## src/rtl/mem_port_arbiter_pkg.sv

```systemverilog
`default_nettype none
// ============================================================================
// Module   : mem_port_arbiter_pkg
// Purpose  : Shared types, encodings and lane helpers for the memory arbiter.
// Revision : 1.0 - initial release
// ============================================================================
package mem_port_arbiter_pkg;

    typedef enum logic [1:0] {
        S_IDLE  = 2'd0,
        S_FETCH = 2'd1,
        S_DATA  = 2'd2,
        S_RESP  = 2'd3
    } state_t;

    localparam logic [1:0] MASK_BYTE = 2'b01;
    localparam logic [1:0] MASK_HALF = 2'b10;
    localparam logic [1:0] MASK_WORD = 2'b11;

    localparam logic [2:0] F3_LB  = 3'd0;
    localparam logic [2:0] F3_LH  = 3'd1;
    localparam logic [2:0] F3_LW  = 3'd2;
    localparam logic [2:0] F3_LBU = 3'd4;
    localparam logic [2:0] F3_LHU = 3'd5;

    localparam logic [31:0] NOP_INSN = 32'h0000_0013;

    // Size 00 is handled as a word everywhere.
    function automatic logic is_misaligned(input logic [1:0] mask, input logic [1:0] addr_lo);
        case (mask)
            MASK_BYTE: return 1'b0;
            MASK_HALF: return addr_lo[0];
            default:   return (addr_lo != 2'b00);
        endcase
    endfunction

    function automatic logic [3:0] byte_enables(input logic [1:0] mask, input logic [1:0] addr_lo);
        case (mask)
            MASK_BYTE: return 4'b0001 << addr_lo;
            MASK_HALF: return 4'b0011 << {addr_lo[1], 1'b0};
            default:   return 4'b1111;
        endcase
    endfunction

    function automatic logic [31:0] place_wdata(input logic [1:0] mask, input logic [31:0] wdata);
        case (mask)
            MASK_BYTE: return {4{wdata[7:0]}};
            MASK_HALF: return {2{wdata[15:0]}};
            default:   return wdata;
        endcase
    endfunction

endpackage
`default_nettype wire

```

## src/rtl/mem_port_arbiter_lsu_load_align.sv

```systemverilog
`default_nettype none
// ============================================================================
// Module   : lsu_load_align
// Purpose  : Selects the addressed load lane and sign/zero-extends it.
// Revision : 1.0 - initial release
// ============================================================================
module lsu_load_align
    import mem_port_arbiter_pkg::*;
(
    input  logic [31:0] rdata,
    input  logic [1:0]  addr,
    input  logic [2:0]  funct3,
    output logic [31:0] data
);

    logic [7:0]  w_byte;
    logic [15:0] w_half;

    always_comb begin
        case (addr)
            2'd0:    w_byte = rdata[7:0];
            2'd1:    w_byte = rdata[15:8];
            2'd2:    w_byte = rdata[23:16];
            default: w_byte = rdata[31:24];
        endcase
        w_half = addr[1] ? rdata[31:16] : rdata[15:0];
    end

    always_comb begin
        case (funct3)
            F3_LB:   data = {{24{w_byte[7]}}, w_byte};
            F3_LH:   data = {{16{w_half[15]}}, w_half};
            F3_LBU:  data = {24'd0, w_byte};
            F3_LHU:  data = {16'd0, w_half};
            default: data = rdata;
        endcase
    end

endmodule
`default_nettype wire

```

## src/rtl/mem_port_arbiter.sv

```systemverilog
`default_nettype none
// ============================================================================
// Module   : mem_port_arbiter
// Purpose  : Shares one memory port between fetch and data requesters,
//            data first, with alignment checks and a wait-cycle timeout.
// Revision : 1.0 - initial release
// ============================================================================
module mem_port_arbiter
    import mem_port_arbiter_pkg::*;
#(
    parameter int TIMEOUT_CYCLES = 255
) (
    input  logic        clk,
    input  logic        rst_n,
    input  logic        if_req,
    input  logic [31:0] if_addr,
    output logic [31:0] if_rdata,
    output logic        if_valid,
    input  logic        d_req,
    input  logic        d_we,
    input  logic [31:0] d_addr,
    input  logic [31:0] d_wdata,
    input  logic [1:0]  d_mask,
    input  logic [2:0]  d_funct3,
    output logic [31:0] d_rdata,
    output logic        d_valid,
    output logic        d_err,
    output logic        mem_req,
    output logic        mem_we,
    output logic [31:0] mem_addr,
    output logic [3:0]  mem_be,
    output logic [31:0] mem_wdata,
    input  logic [31:0] mem_rdata,
    input  logic        mem_ready
);

    localparam int                  c_CNT_W        = $clog2(TIMEOUT_CYCLES + 1);
    localparam logic [c_CNT_W-1:0] c_TIMEOUT_LAST = c_CNT_W'(TIMEOUT_CYCLES - 1);

    state_t             r_state;
    state_t             w_state_next;
    logic [31:0]        r_addr;
    logic               r_we;
    logic [3:0]         r_be;
    logic [31:0]        r_wdata;
    logic [2:0]         r_funct3;
    logic [c_CNT_W-1:0] r_wait_cnt;
    logic               r_resp_fetch;
    logic               r_err;
    logic [31:0]        r_if_rdata;
    logic [31:0]        r_d_rdata;
    logic               w_misalign;
    logic               w_timeout;
    logic               w_busy;
    logic [31:0]        w_load_data;

    assign w_misalign = is_misaligned(d_mask, d_addr[1:0]);
    assign w_busy     = (r_state == S_FETCH) || (r_state == S_DATA);
    // Fires on the last permitted wait cycle, so mem_req is up for exactly TIMEOUT_CYCLES cycles.
    assign w_timeout  = w_busy && !mem_ready && (r_wait_cnt == c_TIMEOUT_LAST);

    lsu_load_align u_load_align (
        .rdata  (mem_rdata),
        .addr   (r_addr[1:0]),
        .funct3 (r_funct3),
        .data   (w_load_data)
    );

    always_ff @(posedge clk or negedge rst_n) begin
        if (!rst_n) begin
            r_state <= S_IDLE;
        end else begin
            r_state <= w_state_next;
        end
    end

    always_comb begin
        w_state_next = r_state;
        case (r_state)
            S_IDLE: begin
                if (d_req) begin
                    w_state_next = w_misalign ? S_RESP : S_DATA;
                end else if (if_req) begin
                    w_state_next = S_FETCH;
                end
            end
            S_FETCH, S_DATA: begin
                if (mem_ready || w_timeout) begin
                    w_state_next = S_RESP;
                end
            end
            default: w_state_next = S_IDLE;
        endcase
    end

    always_comb begin
        mem_req  = 1'b0;
        if_valid = 1'b0;
        d_valid  = 1'b0;
        d_err    = 1'b0;
        case (r_state)
            S_FETCH, S_DATA: mem_req = 1'b1;
            S_RESP: begin
                if_valid = r_resp_fetch;
                d_valid  = !r_resp_fetch;
                d_err    = !r_resp_fetch && r_err;
            end
            default: ;
        endcase
    end

    always_ff @(posedge clk or negedge rst_n) begin
        if (!rst_n) begin
            r_addr       <= '0;
            r_we         <= 1'b0;
            r_be         <= '0;
            r_wdata      <= '0;
            r_funct3     <= '0;
            r_wait_cnt   <= '0;
            r_resp_fetch <= 1'b0;
            r_err        <= 1'b0;
            r_if_rdata   <= '0;
            r_d_rdata    <= '0;
        end else begin
            case (r_state)
                S_IDLE: begin
                    if (d_req) begin
                        r_resp_fetch <= 1'b0;
                        if (w_misalign) begin
                            r_err     <= 1'b1;
                            r_d_rdata <= '0;
                        end else begin
                            r_err      <= 1'b0;
                            r_wait_cnt <= '0;
                            r_addr     <= d_addr;
                            r_we       <= d_we;
                            r_be       <= byte_enables(d_mask, d_addr[1:0]);
                            r_wdata    <= place_wdata(d_mask, d_wdata);
                            r_funct3   <= d_funct3;
                        end
                    end else if (if_req) begin
                        r_resp_fetch <= 1'b1;
                        r_err        <= 1'b0;
                        r_wait_cnt   <= '0;
                        r_addr       <= if_addr;
                        r_we         <= 1'b0;
                        r_be         <= 4'b1111;
                        r_wdata      <= '0;
                        r_funct3     <= F3_LW;
                    end
                end
                S_FETCH, S_DATA: begin
                    if (!mem_ready) begin
                        r_wait_cnt <= r_wait_cnt + c_CNT_W'(1);
                    end
                    if (mem_ready) begin
                        if (r_state == S_FETCH) r_if_rdata <= mem_rdata;
                        else                    r_d_rdata  <= w_load_data;
                    end else if (w_timeout) begin
                        r_err <= 1'b1;
                        if (r_state == S_FETCH) r_if_rdata <= NOP_INSN;
                        else                    r_d_rdata  <= '0;
                    end
                end
                default: ;
            endcase
        end
    end

    assign mem_addr  = {r_addr[31:2], 2'b00};
    assign mem_we    = r_we;
    assign mem_be    = r_be;
    assign mem_wdata = r_wdata;
    assign if_rdata  = r_if_rdata;
    assign d_rdata   = r_d_rdata;

endmodule
`default_nettype wire

```

## config.mk

```make
export PLATFORM = sky130hd
export DESIGN_NAME = mem_port_arbiter
export DESIGN_NICKNAME = d
export VERILOG_FILES = /design/src/rtl/mem_port_arbiter_pkg.sv /design/src/rtl/mem_port_arbiter_lsu_load_align.sv /design/src/rtl/mem_port_arbiter.sv
export SDC_FILE = /design/constraint.sdc
export NUM_CORES = 1
export LEC_CHECK = 0
export BUFFER_PORTS_ARGS = -buffer_cell sky130_fd_sc_hd__buf_4
export CAP_MARGIN = 15
export CORE_ASPECT_RATIO = 1.1
export CORE_MARGIN = 4
export CORE_UTILIZATION = 51
export DETAILED_ROUTE_END_ITERATION = 8
export HOLD_SLACK_MARGIN = 0.15
export PLACE_DENSITY = 0.84
export SLEW_MARGIN = 30
export SYNTH_ARGS = -nofsm -noshare
export SYNTH_HDL_FRONTEND = slang
export SYNTH_HIERARCHICAL = 1
export SYNTH_SLANG_ARGS = --single-unit
```

## constraint.sdc

```tcl
create_clock -name clk -period 2.45 [get_ports clk]
set_clock_uncertainty 0.1 [all_clocks]
set_input_delay 0.49 -clock clk [delete_from_list [all_inputs] [get_ports clk]]
set_output_delay 0.49 -clock clk [all_outputs]
set_load 0.01 [all_outputs]
```

# After elaboration in Yosys (flattened, before gate mapping)
# Index checks and enable logic that the tools add are counted.
dict set report classes {
  n_reduce_logical 22
  mux 53
  add_sub_neg 1
  n_shift 2
  n_eq_ne 21
}
# cell n
set op_table {}
lappend op_table {{2-to-1 mux 32 bit} 16}
lappend op_table {{one-hot mux 32 bit (2 select lines)} 2}
lappend op_table {{one-hot mux 32 bit (4 select lines)} 1}
lappend op_table {{2-to-1 mux 8 bit} 4}
lappend op_table {{one-hot mux 8 bit (3 select lines)} 1}
lappend op_table {{2-to-1 mux 16 bit} 1}
lappend op_table {{one-hot mux 8 bit (2 select lines)} 1}
lappend op_table {{2-to-1 mux 1 bit} 14}
lappend op_table {{!= test 2 bit (second input constant)} 7}
lappend op_table {{2-to-1 mux 4 bit} 3}
lappend op_table {{2-to-1 mux 3 bit} 3}
lappend op_table {{!= test 3 bit (second input constant)} 3}
lappend op_table {{adder 8 x 1 -> 8 bit (second input constant)} 1}
lappend op_table {{equality test 2 bit (second input constant)} 4}
lappend op_table {{equality test 8 bit (second input constant)} 1}
lappend op_table {{one-hot mux 4 bit (2 select lines)} 1}
lappend op_table {{AND reduction 4 bit} 2}
lappend op_table {{nonzero test 2 bit} 4}
lappend op_table {{equality test 2 x 1 -> 1 bit (second input constant)} 3}
lappend op_table {{equality test 3 bit (second input constant)} 2}
lappend op_table {{2-to-1 mux 2 bit} 3}
lappend op_table {{AND reduction 3 bit} 2}
lappend op_table {{AND reduction 5 bit} 1}
lappend op_table {{logical NOT 2 bit} 2}
lappend op_table {{other kinds (11)} 17}
dict set report word_totals {
  ff_bits 148
  out_inout_bits 137
  input_bits 139
  elab_cells 110
}

# Longest topological paths before layout
# Gate-level depths: netlist of run 1.
dict set report logic_depth {
  depth_word 7
  ltp_mapped 9
  mapped_depth_nobuf 6
}

# By module
# The synthesis of run 1 kept the hierarchy.
# module cells_each instances seq_area_each_um2 area_per_inst_um2
set by_module_without_submodules {}
lappend by_module_without_submodules {mem_port_arbiter 698 1 3703.6 7224.4}
lappend by_module_without_submodules {lsu_load_align 131 1 0.0 723.2}

# Least setup slack after synthesis of run 1
# OpenSTA, ideal clock, no wires.
dict set report synth_timing {
  kind {input-to-reg}
  start {in d_mask[0]}
  end {reg r_addr[13]}
  arrival_time_ps 2041
  setup_ps 135
  stages 8
  required_time_ps 2215
  setup_slack_ps 174
  n_path_buf 3
  path_cell_list {inv_1 ha_1 buf_2 o21ai_0 o221ai_1 clkbuf_1 clkbuf_1 o21ai_0}
}
dict set report synth_via {
  elab_chain_cells 4
  word_cells_on_any_way 5
  classes_between {eq/ne (3); mux (1); reduce/logical (1)}
}
# element line
set synth_lines {}
lappend synth_lines {{start, declared} mem_port_arbiter.sv:23} ;# input logic [1:0] d_mask,
lappend synth_lines {{equality test 2 bit / equality test 2 x 1 -> 1 bit (equally long branches)} mem_port_arbiter_pkg.sv:30} ;# case (mask)
lappend synth_lines {{one-hot mux 1 bit (2 select lines) *} mem_port_arbiter_pkg.sv:30}
lappend synth_lines {{!= test 2 bit (no source line) *} n/a}
lappend synth_lines {{AND reduction 3 bit (no source line) *} n/a}
lappend synth_lines {{end signal, assigned} mem_port_arbiter.sv:135} ;# r_addr <= d_addr;
lappend synth_lines {{end signal, assigned} mem_port_arbiter.sv:145} ;# r_addr <= if_addr;
lappend synth_lines {{end, declared} mem_port_arbiter.sv:42} ;# logic [31:0] r_addr;
# Every way passes the cells marked *; elsewhere a longest branch is shown, timed or not.
# A chain may end at the register's enable or synchronous reset.

# Worst setup path in the final report of run 1
dict set report layout_timing {
  start {reg r_addr[0]}
  end {reg r_d_rdata[11] (netlist: d_rdata[11])}
}
dict set report layout_via {
  elab_chain_cells 6
  word_cells_on_any_way 8
  classes_between {eq/ne (2); mux (5); reduce/logical (1)}
}
# element line
set layout_lines {}
lappend layout_lines {{equality test 2 bit (tied with other cells)} mem_port_arbiter_lsu_load_align.sv:20} ;# case (addr)
lappend layout_lines {{one-hot mux 8 bit (3 select lines) *} mem_port_arbiter_lsu_load_align.sv:20}
lappend layout_lines {{one-hot mux 32 bit (4 select lines) *} mem_port_arbiter_lsu_load_align.sv:30} ;# case (funct3)
lappend layout_lines {{net w_load_data[11]} mem_port_arbiter.sv:55} ;# logic [31:0] w_load_data;
lappend layout_lines {{2-to-1 mux 32 bit *} mem_port_arbiter.sv:157} ;# if (r_state == S_FETCH) r_if_rdata <= mem_rdata;
lappend layout_lines {{2-to-1 mux 32 bit *} mem_port_arbiter.sv:156} ;# if (mem_ready) begin
lappend layout_lines {{one-hot mux 32 bit (2 select lines) *} mem_port_arbiter.sv:125} ;# case (r_state)
lappend layout_lines {{end signal, assigned} mem_port_arbiter.sv:158} ;# else r_d_rdata <= w_load_data;
lappend layout_lines {{end, declared} mem_port_arbiter.sv:51} ;# logic [31:0] r_d_rdata;
# The timed path passes the listed nets; every way through them passes the cells marked *. The select of a mux whose other input is x is not followed.

==> impl_summary.txt, run 1 <==
----------------------------------------------------
[Layout]
  Layout Cells excl Fill ... 1,259
  Layout overhead on the synthesized area ... 33.2%
  Fraction of final layout cells with drive strength greater than 1 ... 0.352
  Total inserted antenna cells ... 0
  Net count of the finished layout ... 1,200

[Placed design]
  Total placed cells including tap cells ... 1,229
  Final weighted congestion in routability-driven placement ... 0.888
  Total of buffers placed on input and output ports ... 273
  Total half-perimeter wirelength after legalization and detailed placement ... 18.5 mm

[Die]
  Die outline area ... 17,600 sq um
  Cell Rows ... 47
  Initial Util ... 0.524
  Die outline height ... 139 um
  I/O pin count ... 276
  Core Area ... 15,200 sq um
  Die X-Extent ... 127 um

[Drt]
  Top layer reached by signal wires ... met4
  DRC marker count from the first detailed-route iteration ... 624
  Metal1 wirelength ... 8.90 mm
  Via count of the routed design ... 7,164
  Post-route ant nets ... 0
  Number of remaining DRC errors ... 0
  Iteration count of the initial detailed-routing pass ... 6
  Routed wirelength normalized by instance count ... 19.7 um
  Length of routed met3 wiring ... 2.64 mm
  Met2 routed WL ... 12.6 mm
  Routed Wire Length ... 24.8 mm
  Average via count per standard cell ... 5.69

[CTS]
  Number of clock sinks seen by CTS ... 148
  Deepest level of the CTS H-tree ... 4
  Longest Clk Path Bufs ... 2
  Insertion delay of the later-clocked pin in the worst-skew pair ... 0.42 ns
  TritonCTS clock tree ... yes
  Reg clk slew, reported paths ... 0.06 ns
  Number of CTS-inserted buffers ... 17
  Root Buffer ... clkbuf_16

[Timing]
  Fin crit share ... 0.943
  Setup tns final ... 0 ns
  Fin. Hold Viols ... 0
  Final setup violation count ... 0
  Count of final max-slew check failures ... 0
  Highest achievable clock rate ... 0.433 GHz
  Max-slew headroom ... 0.392
  Final critical-path required period ... 2.31 ns
  Transition at the pin with the smallest max-transition slack ... 0.905 ns
  Unrepaired setup endpoints after global routing ... no

[Global route]
  Leftover overflow at the end of global routing ... 0
  Number of global-route vias before repair ... 7,197
  Wire length of the first global-routing pass ... 39.3 mm
  Pin count of the biggest net entering global routing ... 112
  Total global-route track usage ... 0.281
  Initial antenna violation count ... 0

[Worst setup path]
  Critical Setup Path Class ... register to register
  Setup crit start kind ... register
  Nature of the critical path endpoint ... register
  Peak fanout along the critical path ... 7
  Required time at the worst-slack endpoint ... 2.71 ns
  Data arrival time of the critical path ... 2.57 ns

[Synth]
  Primary flip-flop cell chosen by synthesis mapping ... dfrtp_1
  Avg Synthesized Cell Area ... 9.59 sq um
  Post-synth cell types ... 47
  Number of synthesized flops with an enable pin ... 0
  Library cell occupying the most area in the post-synthesis netlist ... dfrtp_1
  Share of synthesized area occupied by flip-flops and latches ... 0.466
  Cell area after synthesis ... 7950 sq um
  Cell count after synthesis ... 829
  #FFs+latches synth ... 148
  Async set-or-reset flop fraction in the synthesized netlist ... 1.00
  Leading post-synthesis cells by cell area ... dfrtp_1 (47%), nand2_1 (7.0%), o21ai_0 (6.4%)
  Fraction of synthesized cell area taken by the top area cell type ... 0.466
  Syn. warnings ... 6

[Power and ir drop]
  Power per cell area ... 1310 nW/um^2
  Pleak ... 5.44 nW
  IR drop worst, VDD ... 0.745 mV

[Min path]
  Class of the worst hold path ... input pin to register

[Job]
  MaxCap Viol Count ... 0

[Run status]
  Run status ... finished clean

----------------------------------------------------
## Yosys cell counts, types with 3 or more instances
library cell / instances
a22oi_1: 15
o21ai_1: 4
clkbuf_1: 51
a22o_1: 11
a31oi_1: 5
and2_1: 3
o31ai_1: 17
buf_6: 5
nand3_1: 11
dfrtp_1: 148
mux2_2: 5
ha_1: 8
o211ai_1: 5
mux2i_1: 33
nor2_1: 6
o21a_1: 5
and3_1: 32
nor2b_1: 39
buf_2: 10
buf_4: 32
or4_1: 4
a221o_1: 16
nand2_1: 149
nand4_1: 29
mux2_4: 30
nand2b_1: 6
or3_1: 6
a21oi_1: 8
inv_1: 16
o21ai_0: 101
## final cells by class
cell class	instances	area (sq um)
Timing Repair Buffer	304	2350
Sequential cell	148	3700
Multi-Input combinational cell	566	3660
Clock buffer	19	453
Fill cell	1169	4580
Inverter	16	60.1
Tap cell	196	245
Clock inverter	10	110
## kinds of logic (layout without fill, tap and decap cells)
group | after synthesis | count (layout) | share of synthesized area
AND/OR/NAND/NOR | 290 | 290 | 0.179
multiplexers | 68 | 68 | 0.105
AO/OA/AOI/OAI | 198 | 198 | 0.160
buffers and inverters | 116 | 349 | 0.0762
other | 1 | 2 | 0.000472
adder cells (fa/ha/maj) | 8 | 8 | 0.0126
flip-flops | 148 | 148 | 0.466
## flip-flops by register name, indices dropped and copies added (netlist names), 2 cells and up
signal      count
if_rdata       32
r_state         2
r_funct3        3
r_wait_cnt      8
mem_be          4
d_rdata        32
r_addr         32
mem_wdata      32
## worst max-delay path, cell delays in order (launching register included)
cell and delay [ns]:
dfrtp_1 0.45, a211oi_1 0.11, or3_1 0.36, nor3_1 0.71, a221o_1 0.22, and3_1 0.17, mux2_4 0.14
## metal layers
metal,GRT usage,vias up
li1,-,3334
met2,0.478,414
met3,0.0859,56
met1,0.339,3360
met5,0,-
met4,0.0960,0
## power breakdown
part | total [mW] | internal (mW) | switching (mW) | leakage, nW
Combinational | 6.93 | 3.39 | 3.54 | 3.27
Clock | 2.54 | 1.53 | 1.01 | 0.268
Sequential | 4.38 | 3.59 | 0.798 | 1.90
## per-stage QoR
stage	power [mW]	setup WS (ns)	area [sq um]	utilization	hold WS (ns)
3_5_place_dp	11.3	0.0528	10000	0.660	0.368
3_3_place_gp	11.1	0.127	10000	0.660	0.363
2_1_floorplan	8.56	0.174	7950	-	0.0944
6_report	13.9	0.140	10600	0.698	0.187
5_1_grt	14.7	0.0465	10600	0.698	0.175
4_1_cts	13.9	0.0808	10600	0.698	0.171
## cells in the final DEF (no fill, tap or decap), types with 3 or more instances in the layout
cell type and instances:
and3_1 32, o21a_1 5, buf_4 296, clkinv_2 4, a221o_1 16, nor2b_1 39
a22o_1 11, a22oi_1 15, or3_1 6, mux2_4 30, dfrtp_1 148, nand2_1 149
nand2b_1 6, clkbuf_16 17, mux2i_1 33, nand4_1 29, o21ai_1 4, o211ai_1 5
and2_1 3, buf_12 5, o31ai_1 17, mux2_2 5, a31oi_1 5, nor2_1 6
ha_1 7, a21oi_1 8, o21ai_0 101, inv_1 16, nand3_1 11, clkinvlp_4 4
or4_1 4
## timing repair
action,in CTS,in global routing
endpoints found under the hold margin,53,0
gates resized for setup,0,1
setup buffers,0,0
hold buffers,1,0
endpoints found under the setup margin,0,1
## path summary, 6_finish.rpt
| check | startpoint | end | slack [ns] | depth (start not counted) |
|---|---|---|---|---|
| max | r_addr[0] | d_rdata[11] | 0.14 | 6 |
| min | d_funct3[2] | r_funct3[2] | 0.19 | 2 |
| max reg2reg | r_addr[0] | d_rdata[11] | 0.14 | 6 |
| min reg2reg | r_addr[28] | r_addr[28] | 0.38 | 2 |
| max in group asynchronous | rst_n | r_addr[31] | 1.06 | 3 |
| min in group asynchronous | rst_n | if_rdata[31] | 0.50 | 2 |
(Power assumes the default switching activity.)
==> run 2: changes to the inputs <==
Settings changed: CORE_ASPECT_RATIO 1.1 to 0.7.
==> run 2 against run 1 <==
Against the previous run:
- combinational power increased by 1%
- largest cell class unchanged
- global-route usage decreased by 1.1 points
- first-iteration DRC count increased by 1.8%
- cell count increased by 0.24%
==> impl_summary.txt, run 2 (synthesis gave the netlist of run 1 again) <==
----------------------------------------------------
[Worst setup path]
  Minimum setup slack among reg-to-reg paths ... 0.14 ns
  Reg-to-Reg End ... d_rdata[9]
  Slowest cell delay on critical path ... 0.64 ns
  Required time at the worst-slack endpoint ... 2.69 ns
  Nature of the critical path endpoint ... register
  Setup crit start kind ... register
  Data arrival time of the critical path ... 2.55 ns
  Depth of the most critical reg-to-reg path ... 6
  Chain of cells forming the critical path ... buf_4 > or3_1 > nor3_1 > a221o_1 > and3_1 > mux2_4
  Critical path endpoint ... d_rdata[9]
  Critical Setup Path Class ... register to register
  R2r startpoint ... r_funct3[0]
  Cell with the largest stage delay on the worst path ... nor3_1
  Peak fanout along the critical path ... 12
  Launching instance or port of the critical path ... r_funct3[0]

[CTS]
  Number of clock sinks seen by CTS ... 148
  Deepest level of the CTS H-tree ... 4
  TritonCTS clock tree ... yes
  Insertion delay of the later-clocked pin in the worst-skew pair ... 0.41 ns
  Reg clk slew, reported paths ... 0.07 ns
  Longest Clk Path Bufs ... 2
  Post-CTS setup buffers ... 0
  Root Buffer ... clkbuf_16
  Number of CTS-inserted buffers ... 17

[Layout]
  Net count of the finished layout ... 1,201
  Filler cell count ... 1,178
  Leading cell types in the layout, fill and taps excluded ... buf_4 (297), nand2_1 (149), dfrtp_1 (148)
  Leading cell type in the layout, fill and taps excluded ... buf_4
  Layout overhead on the synthesized area ... 34.4%
  Cell area after layout ... 10,700 sq um
  Fraction of final layout cells with drive strength greater than 1 ... 0.353
  Total inserted antenna cells ... 0
  Layout Cells excl Fill ... 1,262

[Drt]
  Iteration count of the initial detailed-routing pass ... 5
  Via count of the routed design ... 7,226
  Number of remaining DRC errors ... 0
  Post-route ant nets ... 0
  DRC marker count from the first detailed-route iteration ... 635
  Routed wirelength normalized by instance count ... 19.4 um
  Routed Wire Length ... 24.5 mm
  Average via count per standard cell ... 5.73

[Power and ir drop]
  Pleak ... 5.48 nW
  Power per cell area ... 1330 nW/um^2
  Switching power summed over all nets ... 5.47 mW
  Clock power share ... 0.200
  Switching power as a share of total power ... 0.385
  Internal power of the cells ... 8.74 mW
  IR drop worst, VDD ... 0.921 mV
  Portion of total power attributed to sequential cells ... 0.307
  Logic pwr share ... 0.493

[Die]
  Die X-Extent ... 157 um
  I/O pin count ... 276
  Core Area ... 15,000 sq um
  Initial Util ... 0.530
  Die outline height ... 112 um
  Die outline area ... 17,700 sq um
  Cell Rows ... 37

[Placed design]
  Placed instance area ... 10,000 sq um
  Total of buffers placed on input and output ports ... 273
  Total half-perimeter wirelength after legalization and detailed placement ... 17.8 mm
  Pre-CTS worst setup slack ... 0.0791 ns
  Total placed cells including tap cells ... 1,229
  Final weighted congestion in routability-driven placement ... 0.919

[Run status]
  Run status ... finished clean

[Global route]
  Total global-route track usage ... 0.270
  Pin count of the biggest net entering global routing ... 83
  Wire length of the first global-routing pass ... 38.0 mm
  Number of global-route vias before repair ... 7,004
  Leftover overflow at the end of global routing ... 0
  Initial antenna violation count ... 0

[Min path]
  Class of the worst hold path ... input pin to register

[Timing]
  Max-slew headroom ... 0.458
  Fin crit share ... 0.942
  Final WS setup ... 0.143 ns
  Final critical-path required period ... 2.31 ns
  Count of final max-slew check failures ... 0
  Transition at the pin with the smallest max-transition slack ... 0.806 ns
  Highest achievable clock rate ... 0.433 GHz
  Setup tns final ... 0 ns
  Unrepaired setup endpoints after global routing ... no
  Final setup violation count ... 0
  Fin. Hold Viols ... 0

[Job]
  MaxCap Viol Count ... 0

----------------------------------------------------
run 2: cell count changes in the layout (fill, tap and decap cells not counted), sizes merged:
cell,before,now
clkinv,4,3
clkinvlp,4,3
bufinv,2,4
inv,16,19
buf,303,304
run 2: final cells by class:
cell class | instances | area, sq um | area share
clock buffer | 19 | 443 | 0.0415
clock inverter | 13 | 198 | 0.0185
inverter | 16 | 60.1 | 0.00562
multi-input combinational | 566 | 3660 | 0.343
sequential | 148 | 3700 | 0.347
tap | 195 | 244 | 0.0228
timing repair buffer | 305 | 2370 | 0.222
run 2: timing repair:
action / in CTS / in global routing
endpoints found under the setup margin: 0 / 0
hold buffers: 1 / 0
gates resized for setup: 0 / 0
endpoints found under the hold margin: 28 / 0
run 2: worst min-delay path by stage:
| stage | slack (ns) | to | cells after the start | start |
|---|---|---|---|---|
| 6_report | 0.19 | mem_we | 2 | d_we |
| 5_1_grt | 0.19 | mem_we | 2 | d_we |
| 4_1_cts | 0.18 | mem_we | 2 | d_we |
| 3_5_place_dp | 0.28 | r_addr[22] | 1 | rst_n |
| 3_3_place_gp | 0.29 | r_addr[22] | 1 | rst_n |
| 2_1_floorplan | 0.09 | d_rdata[0] | 0 | rst_n |
run 2: metal layers:
metal,global-route usage,wire [um],vias up
met4,0.0825,627,0
met5,0,0,-
met2,0.411,11200,360
li1,-,-,3340
met3,0.0701,2290,44
met1,0.380,10300,3482
run 2: worst max-delay path, delay by kind of cell, from the launching register on:
| kind | cells | cell delay (ns) |
|---|---|---|
| AND/OR/NAND/NOR | 3 | 1.19 |
| multiplexers | 1 | 0.14 |
| flip-flops | 1 | 0.41 |
| buffers and inverters | 1 | 0.19 |
| AO/OA/AOI/OAI | 1 | 0.22 |
run 2: power groups by stage:
stage	Sequential [mW]	Clock [mW]	Combinational (mW)
3_3_place_gp	4.34	0	6.76
4_1_cts	4.35	2.86	7.01
3_5_place_dp	4.35	0	6.97
5_1_grt	4.49	2.97	7.60
2_1_floorplan	4.55	0	4.02
6_report	4.35	2.84	7.01
run 2: metrics by stage:
stage                     total power, mW  hold WS, ns   util
after floorplan                      8.56       0.0944      -
after global placement               11.1        0.285  0.669
after detailed placement             11.3        0.284  0.669
after CTS                            14.2        0.182  0.712
after global routing                 15.1        0.185  0.712
final                                14.2        0.192  0.712
==> run 3: changes to the inputs <==
Settings changed: CORE_MARGIN 4 to not set.
==> run 3 against run 2 <==
Against the previous run:
- design area decreased by 0.54%
- largest power group unchanged
- highest routed layer unchanged
- combinational power barely moved
- sequential cell count is the same
- utilization shrank 0.16 points
- sequential power rose by 1%
- non-clock buffer count rose by 3
- clock power is 12% lower
==> impl_summary.txt, run 3 (synthesis gave the netlist of run 1 again) <==
----------------------------------------------------
[Min path]
  Cells on Worst Hold Path ... 2
  Class of the worst hold path ... input pin to register

[CTS]
  Number of clock sinks seen by CTS ... 148
  Number of CTS-inserted buffers ... 17
  Reg clk slew, reported paths ... 0.06 ns
  TritonCTS clock tree ... yes
  Root Buffer ... clkbuf_16
  Insertion delay of the later-clocked pin in the worst-skew pair ... 0.41 ns
  Longest Clk Path Bufs ... 2
  Deepest level of the CTS H-tree ... 4

[Power and ir drop]
  Logic pwr share ... 0.503
  Pleak ... 5.46 nW
  Power Total ... 13.9 mW
  Clock power share ... 0.179
  Portion of total power attributed to sequential cells ... 0.318
  IR drop worst, VDD ... 0.720 mV
  Switching power as a share of total power ... 0.393
  Internal power of the cells ... 8.41 mW
  Switching power summed over all nets ... 5.46 mW
  Power per cell area ... 1310 nW/um^2

[Worst setup path]
  Critical Setup Path Class ... register to output pin
  Minimum setup slack among reg-to-reg paths ... 0.15 ns
  Data arrival time of the critical path ... 1.77 ns
  Depth of the most critical reg-to-reg path ... 6
  Peak fanout along the critical path ... 38
  Required time at the worst-slack endpoint ... 1.86 ns
  Setup crit start kind ... register
  Nature of the critical path endpoint ... output pin

[Timing]
  Final critical-path required period ... 2.36 ns
  Count of final max-slew check failures ... 0
  Highest achievable clock rate ... 0.424 GHz
  Setup tns final ... 0 ns
  Transition at the pin with the smallest max-transition slack ... 0.776 ns
  Max-slew headroom ... 0.479
  Final setup violation count ... 0
  Fin crit share ... 0.963
  Unrepaired setup endpoints after global routing ... no
  Final WS setup ... 0.0902 ns
  Fin. Hold Viols ... 0

[Layout]
  Cell area after layout ... 10,600 sq um
  Leading cell types in the layout, fill and taps excluded ... buf_4 (299), nand2_1 (149), dfrtp_1 (148)
  Net count of the finished layout ... 1,204
  Layout overhead on the synthesized area ... 33.7%
  Filler cell count ... 1,140
  Leading cell type in the layout, fill and taps excluded ... buf_4
  Fraction of final layout cells with drive strength greater than 1 ... 0.355
  Total inserted antenna cells ... 0

[Placed design]
  Placed instance area ... 10,100 sq um
  Final weighted congestion in routability-driven placement ... 0.937
  Pre-CTS worst setup slack ... 0.123 ns
  Total of buffers placed on input and output ports ... 273
  Total half-perimeter wirelength after legalization and detailed placement ... 17.6 mm

[Run status]
  Run status ... finished clean

[Die]
  Die X-Extent ... 151 um
  Initial Util ... 0.532
  Die outline height ... 106 um
  Die outline area ... 16,100 sq um
  Cell Rows ... 37
  Core Area ... 15,000 sq um
  I/O pin count ... 276

[Drt]
  Average via count per standard cell ... 5.73
  Routed Wire Length ... 24.0 mm
  Iteration count of the initial detailed-routing pass ... 5
  Via count of the routed design ... 7,247
  Post-route ant nets ... 0
  DRC marker count from the first detailed-route iteration ... 720
  Routed wirelength normalized by instance count ... 19.0 um
  Number of remaining DRC errors ... 0

[Job]
  MaxCap Viol Count ... 0

[Global route]
  Pin count of the biggest net entering global routing ... 64
  Leftover overflow at the end of global routing ... 0
  Number of global-route vias before repair ... 6,923
  Initial antenna violation count ... 0
  Total global-route track usage ... 0.304
  Wire length of the first global-routing pass ... 37.5 mm

----------------------------------------------------
run 3: changes by cell type in the layout (fill, tap and decap cells not counted), sizes merged:
| cell | change |
|---|---|
| buf | +3 |
| bufinv | -3 |
| clkinv | +2 |
| clkbuf | -1 |
| inv | +1 |
run 3: worst paths after layout:
kind / end / from
max in group asynchronous: if_rdata[3] / rst_n
min in group asynchronous: r_addr[21] / rst_n
hold / removal: r_funct3[0] / d_funct3[0]
hold reg to reg: r_addr[29] / r_addr[29]
setup / recovery: mem_req / r_state[0]
setup reg to reg: d_rdata[10] / r_funct3[0]
run 3: power by group through the flow:
stage,registers [mW],logic [mW],clock network [mW]
6_report,4.41,6.98,2.49
5_1_grt,4.53,7.56,2.62
3_5_place_dp,4.38,6.92,0
3_3_place_gp,4.38,6.72,0
4_1_cts,4.39,6.93,2.52
2_1_floorplan,4.55,4.02,0
run 3: what timing repair did:
| item | in CTS | in global routing |
|---|---|---|
| endpoints found under the hold margin | 49 | 0 |
| hold buffers | 1 | 0 |
| endpoints found under the setup margin | 0 | 1 |
| gates resized for setup | 0 | 1 |
| setup buffers | 0 | 0 |
run 3: area by class of cell:
| cell class | count | area, sq um | share of cell area |
|---|---|---|---|
| tap | 195 | 244 | 0.0230 |
| sequential | 148 | 3700 | 0.349 |
| clock inverter | 13 | 128 | 0.0120 |
| multi-input combinational | 566 | 3660 | 0.345 |
| clock buffer | 18 | 429 | 0.0404 |
| inverter | 16 | 60.1 | 0.00565 |
| timing repair buffer | 308 | 2400 | 0.226 |
run 3: worst max-delay path: stages (launching register included):
cell and delay (ns):
dfrtp_1 0.43, inv_1 0.07, ha_2 0.41, buf_6 0.27
buf_4 0.18
run 3: per-stage QoR:
step	hold slack, ns	util	cells
after global routing	0.187	0.710	1264
after detailed placement	0.372	0.672	1232
after global placement	0.364	0.672	1232
final	0.197	0.710	1264
after CTS	0.188	0.710	1264
after floorplan	0.0944	-	830
run 3: layer usage:
layer,part of all wire,GRT usage,up-vias
met5,0,0,-
met4,0.020,0.0814,0
met3,0.088,0.0721,45
met2,0.45,0.454,373
met1,0.44,0.440,3471
li1,-,-,3358
